File: config.mk
export PLATFORM = sky130hd
export DESIGN_NAME = pwm_softstart_ctrl
export DESIGN_NICKNAME = d
export VERILOG_FILES = /design/src/rtl/pwm_softstart_ctrl.sv
export SDC_FILE = /design/constraint.sdc
export NUM_CORES = 1
export LEC_CHECK = 0
export ABC_AREA = 1
export ABC_CLOCK_PERIOD_IN_PS = 11900
export CAP_MARGIN = 5
export CORE_MARGIN = 5
export CORE_UTILIZATION = 30
export DETAILED_ROUTE_END_ITERATION = 8
export PLACE_DENSITY = 0.48
export SKIP_LAST_GASP = 1
export SYNTH_ARGS = -nofsm -noshare
export SYNTH_HDL_FRONTEND = slang
export SYNTH_SLANG_ARGS = --single-unit
File: constraint.sdc
create_clock -name clk -period 11.9 [get_ports clk]
set_clock_uncertainty 0.05 [all_clocks]
set_input_delay 2.975 -clock clk [delete_from_list [all_inputs] [get_ports clk]]
set_output_delay 2.975 -clock clk [all_outputs]
set_load 0.01 [all_outputs]
File: src/rtl/pwm_softstart_ctrl.sv
// Soft-start, slew-limit and ramp-down sequencer driving the half-bridge PWM generator.
// Duty only moves on carrier update events, so the PWM never sees a mid-period change.
module pwm_softstart_ctrl #(
  parameter int WIDTH    = 32,
  parameter int STEP_DIV = 1
) (
  input  logic             clk,
  input  logic             rst,
  input  logic             start,
  input  logic             stop,
  input  logic             fault,
  input  logic             fault_clr,
  input  logic [WIDTH-1:0] period,
  input  logic [WIDTH-1:0] duty_target,
  input  logic [WIDTH-1:0] duty_step,
  input  logic             update_sel,
  input  logic             f_zero,
  input  logic             f_period,
  output logic             pwm_on,
  output logic [WIDTH-1:0] duty_cycle,
  output logic [2:0]       state,
  output logic             running,
  output logic             fault_latched
);

  typedef enum logic [2:0] {
    S_IDLE      = 3'd0,
    S_ARM       = 3'd1,
    S_RAMP_UP   = 3'd2,
    S_RUN       = 3'd3,
    S_RAMP_DOWN = 3'd4,
    S_FAULT     = 3'd5
  } state_t;

  localparam int               DIV_W    = (STEP_DIV > 1) ? $clog2(STEP_DIV) : 1;
  localparam logic [DIV_W-1:0] DIV_LAST = DIV_W'(STEP_DIV - 1);

  // One extra bit on additions so large duty/step values never wrap.
  function automatic logic [WIDTH:0] wide_add(input logic [WIDTH-1:0] a,
                                              input logic [WIDTH-1:0] b);
    return {1'b0, a} + {1'b0, b};
  endfunction

  function automatic logic [WIDTH-1:0] sat_sub(input logic [WIDTH-1:0] a,
                                               input logic [WIDTH-1:0] b);
    return (a > b) ? (a - b) : '0;
  endfunction

  function automatic logic [WIDTH-1:0] slew(input logic [WIDTH-1:0] cur,
                                            input logic [WIDTH-1:0] tgt_v,
                                            input logic [WIDTH-1:0] stp_v);
    logic [WIDTH:0]   up;
    logic [WIDTH-1:0] dn;
    logic [WIDTH-1:0] res;
    up  = wide_add(cur, stp_v);
    dn  = sat_sub(cur, stp_v);
    res = cur;
    if (cur < tgt_v)
      res = (up >= {1'b0, tgt_v}) ? tgt_v : up[WIDTH-1:0];
    else if (cur > tgt_v)
      res = (dn <= tgt_v) ? tgt_v : dn;
    return res;
  endfunction

  state_t           state_q, state_nxt;
  logic [WIDTH-1:0] duty_nxt;
  logic             pwm_nxt;
  logic [DIV_W-1:0] div_q, div_nxt;
  logic             upd, tick;
  logic [WIDTH-1:0] tgt, stp;
  logic [WIDTH:0]   sum;

  assign upd   = f_zero | (update_sel & f_period);
  assign tick  = upd & (div_q == DIV_LAST);
  assign tgt   = (duty_target > period) ? period : duty_target;
  assign stp   = (duty_step == '0) ? WIDTH'(1) : duty_step;
  assign sum   = wide_add(duty_cycle, stp);
  assign state = state_q;

  always_comb begin
    state_nxt = state_q;
    duty_nxt  = duty_cycle;
    pwm_nxt   = pwm_on;
    div_nxt   = div_q;
    if (upd)
      div_nxt = tick ? '0 : div_q + DIV_W'(1);

    if (fault) begin
      state_nxt = S_FAULT;
      pwm_nxt   = 1'b0;
      duty_nxt  = '0;
    end else begin
      case (state_q)
        S_IDLE: begin
          if (start && !stop) begin
            state_nxt = S_ARM;
            div_nxt   = '0;
          end
        end
        S_ARM: begin
          if (stop) begin
            state_nxt = S_IDLE;
          end else if (upd) begin
            state_nxt = S_RAMP_UP;
            pwm_nxt   = 1'b1;
            duty_nxt  = '0;
          end
        end
        S_RAMP_UP: begin
          if (stop) begin
            state_nxt = S_RAMP_DOWN;
          end else if (tick) begin
            if (sum >= {1'b0, tgt}) begin
              duty_nxt  = tgt;
              state_nxt = S_RUN;
            end else begin
              duty_nxt = sum[WIDTH-1:0];
            end
          end
        end
        S_RUN: begin
          if (stop)
            state_nxt = S_RAMP_DOWN;
          else if (tick)
            duty_nxt = slew(duty_cycle, tgt, stp);
        end
        S_RAMP_DOWN: begin
          // The tick that finds duty already at 0 is the one that turns the bridge off.
          if (tick) begin
            if (duty_cycle == '0) begin
              pwm_nxt   = 1'b0;
              state_nxt = S_IDLE;
            end else begin
              duty_nxt = sat_sub(duty_cycle, stp);
            end
          end
        end
        S_FAULT: begin
          if (fault_clr)
            state_nxt = S_IDLE;
        end
        default: state_nxt = S_IDLE;
      endcase
    end
  end

  always_ff @(posedge clk or posedge rst) begin
    if (rst) begin
      state_q       <= S_IDLE;
      duty_cycle    <= '0;
      pwm_on        <= 1'b0;
      div_q         <= '0;
      running       <= 1'b0;
      fault_latched <= 1'b0;
    end else begin
      state_q       <= state_nxt;
      duty_cycle    <= duty_nxt;
      pwm_on        <= pwm_nxt;
      div_q         <= div_nxt;
      running       <= (state_nxt == S_RUN);
      fault_latched <= (state_nxt == S_FAULT);
    end
  end

endmodule

# Word-level counts from Yosys, hierarchy flattened

Cells that the tools add are included.

Multiplexer cells: 40
Eq/ne operators: 17
$add $sub $neg: 3
Multiply operators: 0
Shifts and indexed selects: 0
Bitwise logic cells: 4
Div/mod/pow operators: 0
Reduce and logical (&&, ||, !) cells: 9
Magnitude comparators: 6

Operators with widths:

| kind               | count |
|---|---|
| $mux 32            | 16 |
| $pmux 32 s4        | 1 |
| $gt 32x32->1       | 3 |
| $logic_not 32->1   | 2 |
| $add 32x32->33     | 1 |
| $ge 33x32->1       | 1 |
| $mux 3             | 11 |
| $le 32x32->1       | 1 |
| $lt 32x32->1       | 1 |
| $sub 32x32->32     | 1 |
| $ne 3x3->1 const B | 9 |
| $pmux 3 s6         | 1 |
| $mux 1             | 10 |
| $reduce_and 10->1  | 1 |
| $eq 3x2->1 const B | 3 |
| $eq 3x3->1 const B | 3 |
| $reduce_and 5->1   | 1 |
| $reduce_bool 5->1  | 1 |
| $ne 4x4->1 const B | 1 |
| $eq 3x1->1 const B | 1 |
| $logic_not 3->1    | 1 |
| $reduce_bool 3->1  | 1 |
| $and 1x1->1        | 2 |
| $pmux 1 s2         | 1 |
| other kinds (5)    | 5 |

Memories: 0
Latch bits: 0
Bits in writable memories: 0
Flip-flop bits (word level): 39
Input port bits: 105
Output and inout port bits: 38
Bits in read-only memories: 0
Logic and storage cells: 85

# Depth between registers and ports, before layout

Depth after elaboration: 12
Gate-level depth with buffers: 38
Mapped depth without buffers: 38

# Worst setup path after synthesis

OpenSTA, ideal clock, no wires.

Kind: input to register
From: in duty_step[26]
To: reg duty_cycle[13]
Buffers on the path: 1
Slack: 4.997 ns
Data arrival time: 6.732 ns
Data required time: 11.730 ns
Setup time: 0.120 ns
Stages: 31
Cell sequence: nor4_1 -> nand4_1 -> o21bai_1 -> ha_1 -> inv_1 -> fa_1 -> nand3_1 -> nand2_1 -> nand2_1 -> nand2_1 -> nand2_1 -> nand2_1 -> nand2_1 -> nand2_1 -> nand2_4 -> inv_4 -> o21ai_1 -> a21oi_2 -> ha_1 -> nand2_1 -> nor4_1 -> nand2_1 -> inv_1 -> nand2_1 -> nand2_1 -> nand2_1 -> nand3_1 -> clkbuf_1 -> a21oi_1 -> o21ai_1 -> nand2_1

Cells in the longest elaborated chain, start to end: 12
Elaborated cells on any way between the ends: 20
Those cells by class: 2 x add/sub; 3 x order compare; 14 x mux; 1 x reduce/logical

RTL lines:

| what                                                  | line | RTL |
|---|---|---|
| from (decl)                                           | 15   | `input logic [WIDTH-1:0] duty_step,` |
| $logic_not 32->1                                      | 76   | `assign stp = (duty_step == '0) ? WIDTH'(1) : duty_step;` |
| $mux 32 (*)                                           | 76   |  |
| $sub 32x32->32 / $gt 32x32->1 (equally long branches) | 46   | `return (a > b) ? (a - b) : '0;` |
| $mux 32                                               | 46   |  |
| $le 32x32->1                                          | 61   | `res = (dn <= tgt_v) ? tgt_v : dn;` |
| $mux 32                                               | 61   |  |
| $mux 32                                               | 60   | `else if (cur > tgt_v)` |
| $mux 32                                               | 58   | `if (cur < tgt_v)` |
| $mux 32                                               | 124  | `else if (tick)` |
| $mux 32                                               | 122  | `if (stop)` |
| $pmux 32 s4 (*)                                       | 93   | `case (state_q)` |
| $mux 32 (*)                                           | 88   | `if (fault) begin` |
| to (signal assigned)                                  | 157  | `duty_cycle <= duty_nxt;` |
| to (decl)                                             | 20   | `output logic [WIDTH-1:0] duty_cycle,` |

Mark *: on every way between the ends. The rest lies on a longest branch, timed or not. The select of a mux whose other input is x is not followed.
A chain may end at the register's enable or synchronous reset.

# Final worst setup path

From: in duty_step[23]
To: reg duty_cycle[4]

The elaborated chain is that of the path after synthesis.

==> flow_summary.ini <==
[place]
port_buffers = 142
placed_area_sq_um = 11900
place_hpwl_microns = 35700
placed_cells = 2223
dp_slack_ns = 2.63
gp_congestion = 0.957

[sta]
finalWorstSetupSlack_ns = 2.93
worstMarginPinSlew_ns = 1.09
drv_slew = 0
fin_crit_ns = 8.97
hold_violations = 0
min_period_over_period = 0.753
tns_ns = 0
whs_ns = 0.443
setup_viol = 0
fmax_ghz = 0.112
rsz0062_at_grt = no
max_slew_margin = 0.264

[grt]
grt_max_degree = 64
grt_pass1_wl_microns = 62600
antenna_found_initial = 0
grt_usage = 0.209
grt_overflow = 0
grt_pass1_vias = 10753

[worst_setup_path]
crit_path_frequent_cell = nand2_1
crit_fanout = 26
path_class = in2reg
cp-end-kind = flip-flop
max_stage_delay_ns = 0.68
crit_arrival_ns = 9.15
cp.required_ns = 12.09
crit_slowest_cell = nor4_1
start_kind = input pin

[pwr]
p_int_mw = 0.340
switching_share = 0.442
p_clk_frac = 0.250
power_density_nw_per_um2 = 50.6
p_seq_frac = 0.226
p_comb_frac = 0.524
p_sw_mw = 0.270
leakagePower_nw = 6.43
p_total_mw = 0.610
irDropWorstVdd_mv = 0.0556

[clock_tree]
ctsLongestPathBuffers = 2
worstSkewPairLatency_ns = 0.30
clock-sinks = 39
cts_setup_buffers = 0
cts_resized = 0
cts.reportedPaths.clkPinSlew_ns = 0.06
cts_hold_buffers = 0
cts_buffers = 5
cts_tree = done
htreeDepth = 2
cts_root_buffer = clkbuf_16

[logic_synthesis]
ys_dominant_reg_cell = dfrtp_1
synth_most_common_cell = nand2_1
syn_area_sq_um = 10200
synth_common_cells = nand2_1 (449), inv_1 (209), ha_1 (193), a21oi_1 (184), nor2_1 (163)
synth.top_cell.area_share = 0.237
synth_area_leader_cell = ha_1
synth_edf_count = 0
syn_inst = 1693
ys_types = 47
synth.area.top_cells = ha_1 (24%), nand2_1 (17%), dfrtp_1 (9.6%)
synth_nets = 1993
yosys_register_bits = 39
yosys_warnings = 0
async_flop_share = 1.00
syn_avg_cell_area_sq_um = 6.03
ys_seq_area_frac = 0.0957

[floorplanning]
die_h_microns = 194
die_w_microns = 194
core_sq_um = 33500
io-pin-count = 143
initial_core_util = 0.304
std_cell_rows = 67
die-area_sq_um = 37800

[cells_and_area]
final_util = 0.360
final_cells = 2231
nFillCells = 3741
fin_area_sq_um = 12100
area_growth_pct = 18.2
diodes = 0
drive_gt1_frac = 0.0421
nets = 2082

[min_path]
hp-class = reg2reg

[route]
dr.pass1.iters = 5
drt-wirelength-per-cell_microns = 18.6
drc = 0
drtIter0Drc = 734
wirelength_microns = 41400
vias = 11198
viasPerCell = 5.02
ant_nets = 0

[outcome]
status = finished clean

[run]
cap_violations = 0
flip-flops by register name, indices dropped and copies added (netlist names):
| signal | flops |
|---|---|
| div_q | 1 |
| duty_cycle | 32 |
| fault_latched | 1 |
| pwm_on | 1 |
| running | 1 |
| state | 3 |
worst max-delay path: cells and delay by family:
kind	cells	cell delay, ns
AOI/OAI and AO/OA	3	0.53
adders and majority gates	3	0.95
buffers and inverters	5	1.04
and+or+nand+nor	22	3.63
placed cells by master (no fill, tap or decap), types with 5 or more instances in the layout:
cell,synthesis,routed
a21o_1,12,12
a21oi_1,184,184
a21oi_2,9,9
buf_4,3,6
clkbuf_16,0,5
clkdlybuf4s50_1,0,142
dfrtp_1,39,39
ha_1,193,193
inv_1,209,209
inv_2,13,13
nand2_1,449,449
nand2_2,8,8
nand3_1,67,67
nand4_1,26,26
nor2_1,163,163
nor2_2,13,13
nor3_1,12,12
nor4_1,25,25
o211ai_1,5,5
o21a_1,12,12
o21ai_0,65,65
o21ai_1,34,33
o21bai_1,10,10
xor2_1,38,38
logic make-up after synthesis:
logic type                 after synthesis  share of synthesized area
xor gates and xnor gates                42                     0.0361
adders and majority gates              195                      0.241
DFF                                     39                     0.0957
AOI/OAI and AO/OA                      347                      0.188
and+or+nand+nor                        781                      0.325
buffers and inverters                  289                      0.115
power groups by stage:
stage               Sequential, mW  Clock (mW)  Combinational [mW]
floorplan                    0.141           0               0.200
global placement             0.140           0               0.318
detailed placement           0.140           0               0.320
CTS                          0.138       0.153               0.322
global route                 0.138       0.159               0.361
finish                       0.138       0.152               0.320
final cells by class:
type | count | area, sq um | area share
multi-input combinational | 1365 | 8060 | 0.668
timing repair buffer | 148 | 1470 | 0.122
sequential | 39 | 976 | 0.0809
inverter | 223 | 840 | 0.0696
tap | 448 | 561 | 0.0465
clock buffer | 8 | 156 | 0.0130
path summary, 6_finish.rpt:
check / from / endpoint / slack [ns] / cells after the start
min in group asynchronous: rst / fault_latched / 3.07 / 3
min reg2reg: pwm_on / pwm_on / 0.44 / 2
min: pwm_on / pwm_on / 0.44 / 2
max in group asynchronous: rst / duty_cycle[1] / 8.31 / 3
max reg2reg: duty_cycle[15] / duty_cycle[4] / 6.65 / 22
max: duty_step[23] / duty_cycle[4] / 2.93 / 33
routing by layer:
metal,global-route usage,vias to the layer above,part of all wire,routed length [microns]
li1,-,5744,-,-
met1,0.274,5135,0.46,19000
met2,0.366,271,0.47,19500
met3,0.0253,48,0.042,1740
met4,0.0516,0,0.029,1220
met5,0,-,0,0
No activity file was read; power rests on OpenSTA's default activity.
